### src/rtl/conv_pool_writer.sv
// Post-conv stage: optional 2x2/stride-2 signed max-pool feeding the output feature-map BRAM write port.
// Build option: define CONV_POOL_RELU_EN to clamp negative input samples to zero before pooling/output.
//
// state | meaning
// ------+------------------------------------------------------------
// IDLE  | waiting for i_go; input samples are discarded
// RUN   | accepting raster samples while i_en is high
// DONE  | one-cycle frame-complete indication, then back to IDLE
module conv_pool_writer #(
    parameter int DATA_W   = 48,
    parameter int OUT_SIZE = 4,
    parameter int POOL     = 2,
    localparam int WR_SIZE = OUT_SIZE / POOL,
    localparam int ADDR_W  = (WR_SIZE * WR_SIZE > 1) ? $clog2(WR_SIZE * WR_SIZE) : 1
) (
    input  logic              i_clk,
    input  logic              i_rst,
    input  logic              i_go,
    input  logic              i_en,
    input  logic [DATA_W-1:0] i_data,
    output logic              o_wr_en,
    output logic [ADDR_W-1:0] o_wr_addr,
    output logic [DATA_W-1:0] o_wr_data,
    output logic              o_busy,
    output logic              o_done
);

    localparam int CNT_W = (OUT_SIZE > 1) ? $clog2(OUT_SIZE) : 1;
    localparam logic [CNT_W-1:0] LAST_IDX = CNT_W'(OUT_SIZE - 1);

    typedef enum logic [1:0] {
        IDLE,
        RUN,
        DONE
    } state_t;

    state_t state, state_n;

    logic [CNT_W-1:0]         col, row;
    logic [ADDR_W-1:0]        wr_cnt;
    logic                     accept, start, last;
    logic signed [DATA_W-1:0] sample;
    logic                     wr_en_n;
    logic signed [DATA_W-1:0] wr_data_n;

    assign start  = (state == IDLE) && i_go;
    assign accept = (state == RUN) && i_en;
    assign last   = (row == LAST_IDX) && (col == LAST_IDX);

`ifdef CONV_POOL_RELU_EN
    assign sample = i_data[DATA_W-1] ? '0 : i_data;
`else
    assign sample = i_data;
`endif

    always_ff @(posedge i_clk or posedge i_rst) begin
        if (i_rst) begin
            state <= IDLE;
        end else begin
            state <= state_n;
        end
    end

    always_comb begin
        state_n = state;
        case (state)
            IDLE:    if (i_go) state_n = RUN;
            RUN:     if (accept && last) state_n = DONE;
            DONE:    state_n = IDLE;
            default: state_n = IDLE;
        endcase
    end

    // Raster position of the next sample; stalls whenever i_en is low.
    always_ff @(posedge i_clk or posedge i_rst) begin
        if (i_rst) begin
            col <= '0;
            row <= '0;
        end else if (start) begin
            col <= '0;
            row <= '0;
        end else if (accept) begin
            if (col == LAST_IDX) begin
                col <= '0;
                row <= row + CNT_W'(1);
            end else begin
                col <= col + CNT_W'(1);
            end
        end
    end

    if (POOL == 1) begin : g_pass
        assign wr_en_n   = accept;
        assign wr_data_n = sample;
    end else begin : g_pool
        localparam int LB_DEPTH = (OUT_SIZE / 2 > 1) ? OUT_SIZE / 2 : 1;
        localparam int LB_W     = (LB_DEPTH > 1) ? $clog2(LB_DEPTH) : 1;

        logic signed [DATA_W-1:0] pair, pair_max, lb_rd;
        logic signed [DATA_W-1:0] linebuf [LB_DEPTH];
        logic [LB_W-1:0]          lb_idx;

        assign lb_idx    = LB_W'(col >> 1);
        assign lb_rd     = linebuf[lb_idx];
        assign pair_max  = (pair > sample) ? pair : sample;
        assign wr_en_n   = accept && col[0] && row[0];
        assign wr_data_n = (lb_rd > pair_max) ? lb_rd : pair_max;

        always_ff @(posedge i_clk or posedge i_rst) begin
            if (i_rst) begin
                pair <= '0;
            end else if (accept && !col[0]) begin
                pair <= sample;
            end
        end

        // Top-row pair maxima wait here for the matching bottom row; only odd columns
        // write, so the unpaired last column of an odd-sized map never indexes past the end.
        always_ff @(posedge i_clk) begin
            if (accept && col[0] && !row[0]) begin
                linebuf[lb_idx] <= pair_max;
            end
        end
    end

    always_ff @(posedge i_clk or posedge i_rst) begin
        if (i_rst) begin
            o_wr_en   <= 1'b0;
            o_wr_addr <= '0;
            o_wr_data <= '0;
            wr_cnt    <= '0;
        end else begin
            o_wr_en <= wr_en_n;
            if (start) begin
                wr_cnt <= '0;
            end else if (wr_en_n) begin
                o_wr_addr <= wr_cnt;
                o_wr_data <= wr_data_n;
                wr_cnt    <= wr_cnt + ADDR_W'(1);
            end
        end
    end

    assign o_busy = (state != IDLE);
    assign o_done = (state == DONE);

endmodule

### config.mk
export PLATFORM = sky130hd
export DESIGN_NAME = conv_pool_writer
export DESIGN_NICKNAME = d
export VERILOG_FILES = /design/src/rtl/conv_pool_writer.sv
export SDC_FILE = /design/constraint.sdc
export NUM_CORES = 1
export LEC_CHECK = 0
export CORE_ASPECT_RATIO = 1.75
export CORE_MARGIN = 5
export CORE_UTILIZATION = 40
export CTS_BUF_LIST = sky130_fd_sc_hd__clkbuf_8
export DETAILED_ROUTE_END_ITERATION = 12
export PLACE_DENSITY = 0.63
export REMOVE_ABC_BUFFERS = 1
export SLEW_MARGIN = 5
export SYNTH_ARGS = -nofsm -noshare
export SYNTH_HDL_FRONTEND = slang
export SYNTH_SLANG_ARGS = --single-unit
### constraint.sdc
create_clock -name i_clk -period 7.2 [get_ports i_clk]
set_input_delay 0.72 -clock i_clk [delete_from_list [all_inputs] [get_ports i_clk]]
set_output_delay 0.72 -clock i_clk [all_outputs]
set_load 0.1 [all_outputs]
==> results of run 1 <==
[cell usage in the layout (no fill, tap or decap), drive strengths merged, types with 4 or more instances in the layout]
cell / instances
nand2: 128
inv: 114
dfrtp: 107
clkdlybuf4s50: 104
ha: 98
mux2: 96
edfxtp: 96
mux2i: 49
o221ai: 47
a21oi: 38
clkbuf: 33
nand4: 21
buf: 17
nand3: 16
nor2: 12
clkinv: 12
o21ai: 11
a21o: 8
nor4: 5
nand2b: 4
a221oi: 4
[metal layers]
layer / vias to the layer above / global-route usage (%) / part of all wire (%)
met3: 50 / 2.328 / 3.9
met2: 159 / 34.30 / 55
met5: - / 0 / 0
met4: 0 / 6.999 / 3.5
li1: 3556 / - / -
met1: 3740 / 19.52 / 38
[worst max-delay path, stage by stage]
cell and delay, ns:
clkdlybuf4s50_1 0.55, inv_1 0.06, ha_1 0.41, nand4_2 0.24, nor4_1 0.80, o311a_1 0.29, o21ai_1 0.10, mux2i_4 0.21
buf_4 0.42, mux2i_2 0.34, ha_1 0.29, a21oi_1 0.15, o21ai_0 0.09, a221oi_1 0.30, o211ai_1 0.17, a311o_1 0.38
mux2_2 0.29, o31ai_4 0.20, buf_4 0.47, o221ai_1 0.17
[through the flow]
stage,util [%],std cells
2_1_floorplan,-,878
3_3_place_gp,45.79,1368
3_5_place_dp,45.79,1368
4_1_cts,47.78,1423
5_1_grt,47.78,1424
6_report,47.78,1424
[logic make-up after synthesis]
kind of cell	after synthesis
adder cells (fa/ha/maj)	98
AO/OA/AOI/OAI	126
flip-flops	203
buffers and inverters	140
AND/OR/NAND/NOR	199
multiplexers	145
XOR/XNOR	3
[state kept, by name, indices dropped and copies added, names as in the netlist]
register and flops:
wr_cnt 2, o_wr_addr 2, row 2, col 2, o_wr_en 1, g_pool.linebuf 96, g_pool.pair 48, state 2
o_wr_data 48
[worst max-delay path by stage]
stage | start | end | slack, ns | cells after the start
6_report | i_data[47] | o_wr_data[40]$_DFFE_PP0P_ | 0.93 | 20
3_3_place_gp | i_data[47] | o_wr_data[43]$_DFFE_PP0P_ | 0.32 | 20
4_1_cts | i_data[47] | o_wr_data[40]$_DFFE_PP0P_ | 0.82 | 20
2_1_floorplan | i_data[47] | o_wr_data[36]$_DFFE_PP0P_ | -2.10 | 17
5_1_grt | i_data[47] | o_wr_data[45]$_DFFE_PP0P_ | 0.66 | 21
3_5_place_dp | i_data[47] | o_wr_data[40]$_DFFE_PP0P_ | 0.22 | 20
[final cells by class]
type	count	share of cell area (%)
inverters	104	3.020
flip-flops and latches	203	42.75
diodes	1	0.01923
well taps	369	3.549
clock buffers	33	3.491
clock inverters	22	0.6636
repair buffers	121	9.079
multi-input cells	571	37.43
==> flow_summary.json, run 1 <==
{
  "status": "completed",
  "clk_pin_slew_worst_paths_ns": 0.07,
  "dr.pass1.iters": 4,
  "r2r-end": "o_wr_data[40]$_DFFE_PP0P_",
  "seq_area_frac_synth_pct": 50.59,
  "die-area_sq_mm": 0.03103,
  "first_iter_violations": 282,
  "h-tree-depth": 1,
  "grt_pass1_wl_um": 43540,
  "clockBufferDepth": 3,
  "layout_setup_ws_ns": 0.9253,
  "yosysWarnings": 0,
  "setup_tns_ns": 0,
  "worstPathArrival_ns": 6.70,
  "fin_nets": 1181,
  "syn_area_sq_mm": 0.01099,
  "grt_usage_pct": 17.91,
  "dp_slack_ns": 0.2202,
  "synth_edf_count": 96,
  "synth-compound-area-share_pct": 9.380,
  "tightest_slew_ns": 0.9896,
  "yosys.area_share.xor_xnor_pct": 0.2390,
  "n_fill_cell": 2562,
  "clock_latency_ns": 0.57,
  "synth_fa_ha_area_share_pct": 11.16,
  "setup_viol": 0,
  "cts.sinks": 203,
  "worstSetupStartpointType": "primary input",
  "tritoncts": "yes",
  "synth_simple_gate_area_share_pct": 8.127,
  "synth_cell_types": 53,
  "max_slew_margin_pct": 33.82,
  "fmax_ghz": 0.1594,
  "ant_nets": 0,
  "crit_fanout": 19,
  "post_drt_wl_per_cell_um": 19.42,
  "wirelength_um": 27650,
  "yosys-top-cells-area": "edfxtp_1, dfrtp_1, ha_1, mux2_2, nand2_1",
  "grt_start_max_net_pins": 62,
  "worstHoldStart": "o_wr_addr[0]$_DFFE_PP0P_",
  "numCtsBuffers": 30,
  "slew_violations": 0,
  "antenna_found_initial": 1,
  "ctsResizeCount": 0,
  "vias": 7505,
  "cp-end-kind": "flip-flop",
  "yosys.area.top_type": "edfxtp_1",
  "reg2reg_slack_ns": 1.27,
  "rr_worst_depth": 18,
  "clockRootBuffer": "clkbuf_8",
  "worstSetupPathType": "in2reg",
  "postCtsSetupBuffers": 0,
  "ys_top_cells_by_count": "nand2_1, dfrtp_1, inv_1",
  "holdBufCountCts": 0,
  "synth_flop_cell": "dfrtp_1",
  "async_flop_share_pct": 52.71,
  "overflow": 0,
  "io_pins": 105,
  "remaining_drc_errors": 0,
  "dieHeight_um": 229.3,
  "post-dp-hpwl_um": 19170,
  "seqCellArea_sq_mm": 0.005562,
  "hold_slack_ns": 0.4710,
  "required_ns": 7.63,
  "period_needed_ns": 6.275,
  "drv_cap": 0,
  "placed_cell_area_sq_mm": 0.01247,
  "start_util_pct": 40.37,
  "synth_top_area_share_pct": 26.23,
  "layout-drive-gt1-share_pct": 19.35,
  "avgSynthCellArea_sq_um": 12.03,
  "regToRegStartpoint": "g_pool.pair[47]$_DFFE_PP0P_",
  "dieWidth_um": 135.3,
  "fin_crit_sh_pct": 87.15,
  "finClkSkew_ns": 0.01253,
  "core_sq_mm": 0.02723,
  "worst_hold_path_type": "reg2reg",
  "hold_viol": 0,
  "holdPathEnd": "o_wr_addr[0]$_DFFE_PP0P_",
  "ys_seq_elements": 203,
  "final_cell_area_sq_mm": 0.01301,
  "multiInputGateArea_sq_mm": 0.004870,
  "port_buffers": 104,
  "rows": 80,
  "grt_pass1_vias": 8115,
  "synth_mux_area_share_pct": 15.09,
  "gp_congestion": 0.7831,
  "whs_path_depth": 2,
  "synth_top_family_by_area": "multiplexers",
  "postSynthCellCount": 914,
  "vias_per_cell": 5.270,
  "rsz0062_at_grt": "false",
  "area_growth_pct": 18.36,
  "yosysMostFrequentCell": "nand2_1"
}
Power of run 1 is left out: the tool's default activity adds up to more than one toggle a clock period on the data nets, which glitch-free logic cannot reach.
==> run 2, diff against run 1 <==
- SLEW_MARGIN: 5 -> not set
==> results of run 2 <==
The final DEF is identical to that of run 1; final timing and power are the same.
Power of run 2 is left out for the same reason.
==> run 3, diff against run 2 <==
- CTS_CLUSTER_SIZE: not set -> 12
==> flow_summary.json, run 3 (same netlist as run 1, synthesis figures left out) <==
{
  "vias": 7529,
  "ctsResizeCount": 0,
  "ant_nets": 0,
  "gp_congestion": 0.7831,
  "holdBufCountCts": 0,
  "max_slew_margin_pct": 33.79,
  "die-area_sq_mm": 0.03103,
  "setup_viol": 0,
  "worstPathArrival_ns": 6.77,
  "port_buffers": 104,
  "layout_setup_ws_ns": 0.8568,
  "first_iter_violations": 300,
  "fin_crit_sh_pct": 88.10,
  "n_fill_cell": 2557,
  "status": "completed",
  "dp_cells": 1368,
  "overflow": 0,
  "period_needed_ns": 6.343,
  "hold_slack_ns": 0.4710,
  "grt_pass1_wl_um": 43590,
  "finalNonFillerCells": 1423,
  "numCtsBuffers": 30,
  "clockBufferDepth": 3,
  "dp_slack_ns": 0.2202,
  "cp-end-kind": "flip-flop",
  "antenna_found_initial": 1,
  "post_drt_wl_per_cell_um": 19.45,
  "clk_pin_slew_worst_paths_ns": 0.07,
  "fmax_ghz": 0.1576,
  "slew_violations": 0,
  "cts.sinks": 203,
  "rsz0062_at_grt": "false",
  "core_sq_mm": 0.02723,
  "dieHeight_um": 229.3,
  "clockRootBuffer": "clkbuf_8",
  "final_common_cell": "nand2_1",
  "worstSetupStartpointType": "primary input",
  "tightest_slew_ns": 0.9901,
  "dr.pass1.iters": 4,
  "layout-drive-gt1-share_pct": 19.47,
  "grtUsageMet1_pct": 19.46,
  "largest_reg_flops": 96,
  "post-dp-hpwl_um": 19170,
  "worst_hold_path_type": "reg2reg",
  "hold_viol": 0,
  "crit_fanout": 19,
  "area_growth_pct": 18.57,
  "top_regs": "g_pool.linebuf: 96 flops, g_pool.pair: 48 flops, o_wr_data: 48 flops",
  "grt_pass1_vias": 8124,
  "start_util_pct": 40.37,
  "vias_per_cell": 5.291,
  "drv_cap": 0,
  "worstSetupPathType": "in2reg",
  "gr-usage-met2_pct": 34.24,
  "h-tree-depth": 1,
  "tritoncts": "yes",
  "regMostFlops": "g_pool.linebuf",
  "remaining_drc_errors": 0,
  "grt_use_met3_pct": 2.481,
  "clock_latency_ns": 0.57,
  "io_pins": 105,
  "wirelength_um": 27670,
  "setup_tns_ns": 0,
  "grt_usage_pct": 17.93,
  "fin_nets": 1181,
  "dieWidth_um": 135.3,
  "finClkSkew_ns": 0.01146,
  "top_usage_layer": "met2",
  "grt_start_max_net_pins": 62,
  "postCtsSetupBuffers": 0,
  "required_ns": 7.63,
  "rows": 80,
  "final_cell_mix": "nand2_1, inv_1, dfrtp_1"
}
[run 3: cell types whose count changed in the layout (fill, tap and decap cells not counted), sizes merged]
cell,delta
bufinv,+1
clkinv,-2
[run 3: layout make-up]
cell class / count / area, sq um / area share [%]
Clock inverter: 21 / 108.9 / 0.8353
Tap cell: 369 / 461.7 / 3.543
Timing Repair Buffer: 121 / 1181 / 9.063
Multi-Input combinational cell: 571 / 4870 / 37.37
Antenna cell: 1 / 2.502 / 0.01920
Sequential cell: 203 / 5562 / 42.67
Inverter: 104 / 392.9 / 3.015
Clock buffer: 33 / 454.2 / 3.485
[run 3: routing by layer]
metal	vias up	part of all wire, %	routed length [um]
li1	3558	-	-
met4	0	3.7	1012
met5	-	0	0
met2	164	55	15190
met3	54	3.9	1072
met1	3753	38	10400
[run 3: metrics by stage]
step	cell area [sq um]	utilization, %
final	13030	47.87
after global routing	13030	47.87
after CTS	13030	47.86
after detailed placement	12470	45.79
after global placement	12470	45.79
after floorplan	10790	-
[run 3: worst paths after layout]
check                                                  from                           to  slack, ns  cells past startpoint
worst max-delay path                             i_data[47]    o_wr_data[40]$_DFFE_PP0P_       0.86                     20
worst min-delay path               o_wr_addr[0]$_DFFE_PP0P_     o_wr_addr[0]$_DFFE_PP0P_       0.47                      2
worst max register to register  g_pool.pair[47]$_DFFE_PP0P_    o_wr_data[40]$_DFFE_PP0P_       1.19                     18
worst min register to register     o_wr_addr[0]$_DFFE_PP0P_     o_wr_addr[0]$_DFFE_PP0P_       0.47                      2
max in group asynchronous                             i_rst           col[1]$_DFFE_PP0P_       5.25                      3
min in group asynchronous                             i_rst  g_pool.pair[30]$_DFFE_PP0P_       0.68                      2
[run 3: worst max-delay path, cell delays in order]
cell and delay [ns]:
clkdlybuf4s50_1 0.54, inv_1 0.06, ha_1 0.41, nand4_2 0.24, nor4_1 0.86, o311a_1 0.30, o21ai_1 0.10, mux2i_4 0.21
buf_4 0.42, mux2i_2 0.34, ha_1 0.29, a21oi_1 0.15, o21ai_0 0.09, a221oi_1 0.30, o211ai_1 0.17, a311o_1 0.38
mux2_2 0.29, o31ai_4 0.20, buf_4 0.48, o221ai_1 0.17
Power of run 3 is left out for the same reason.
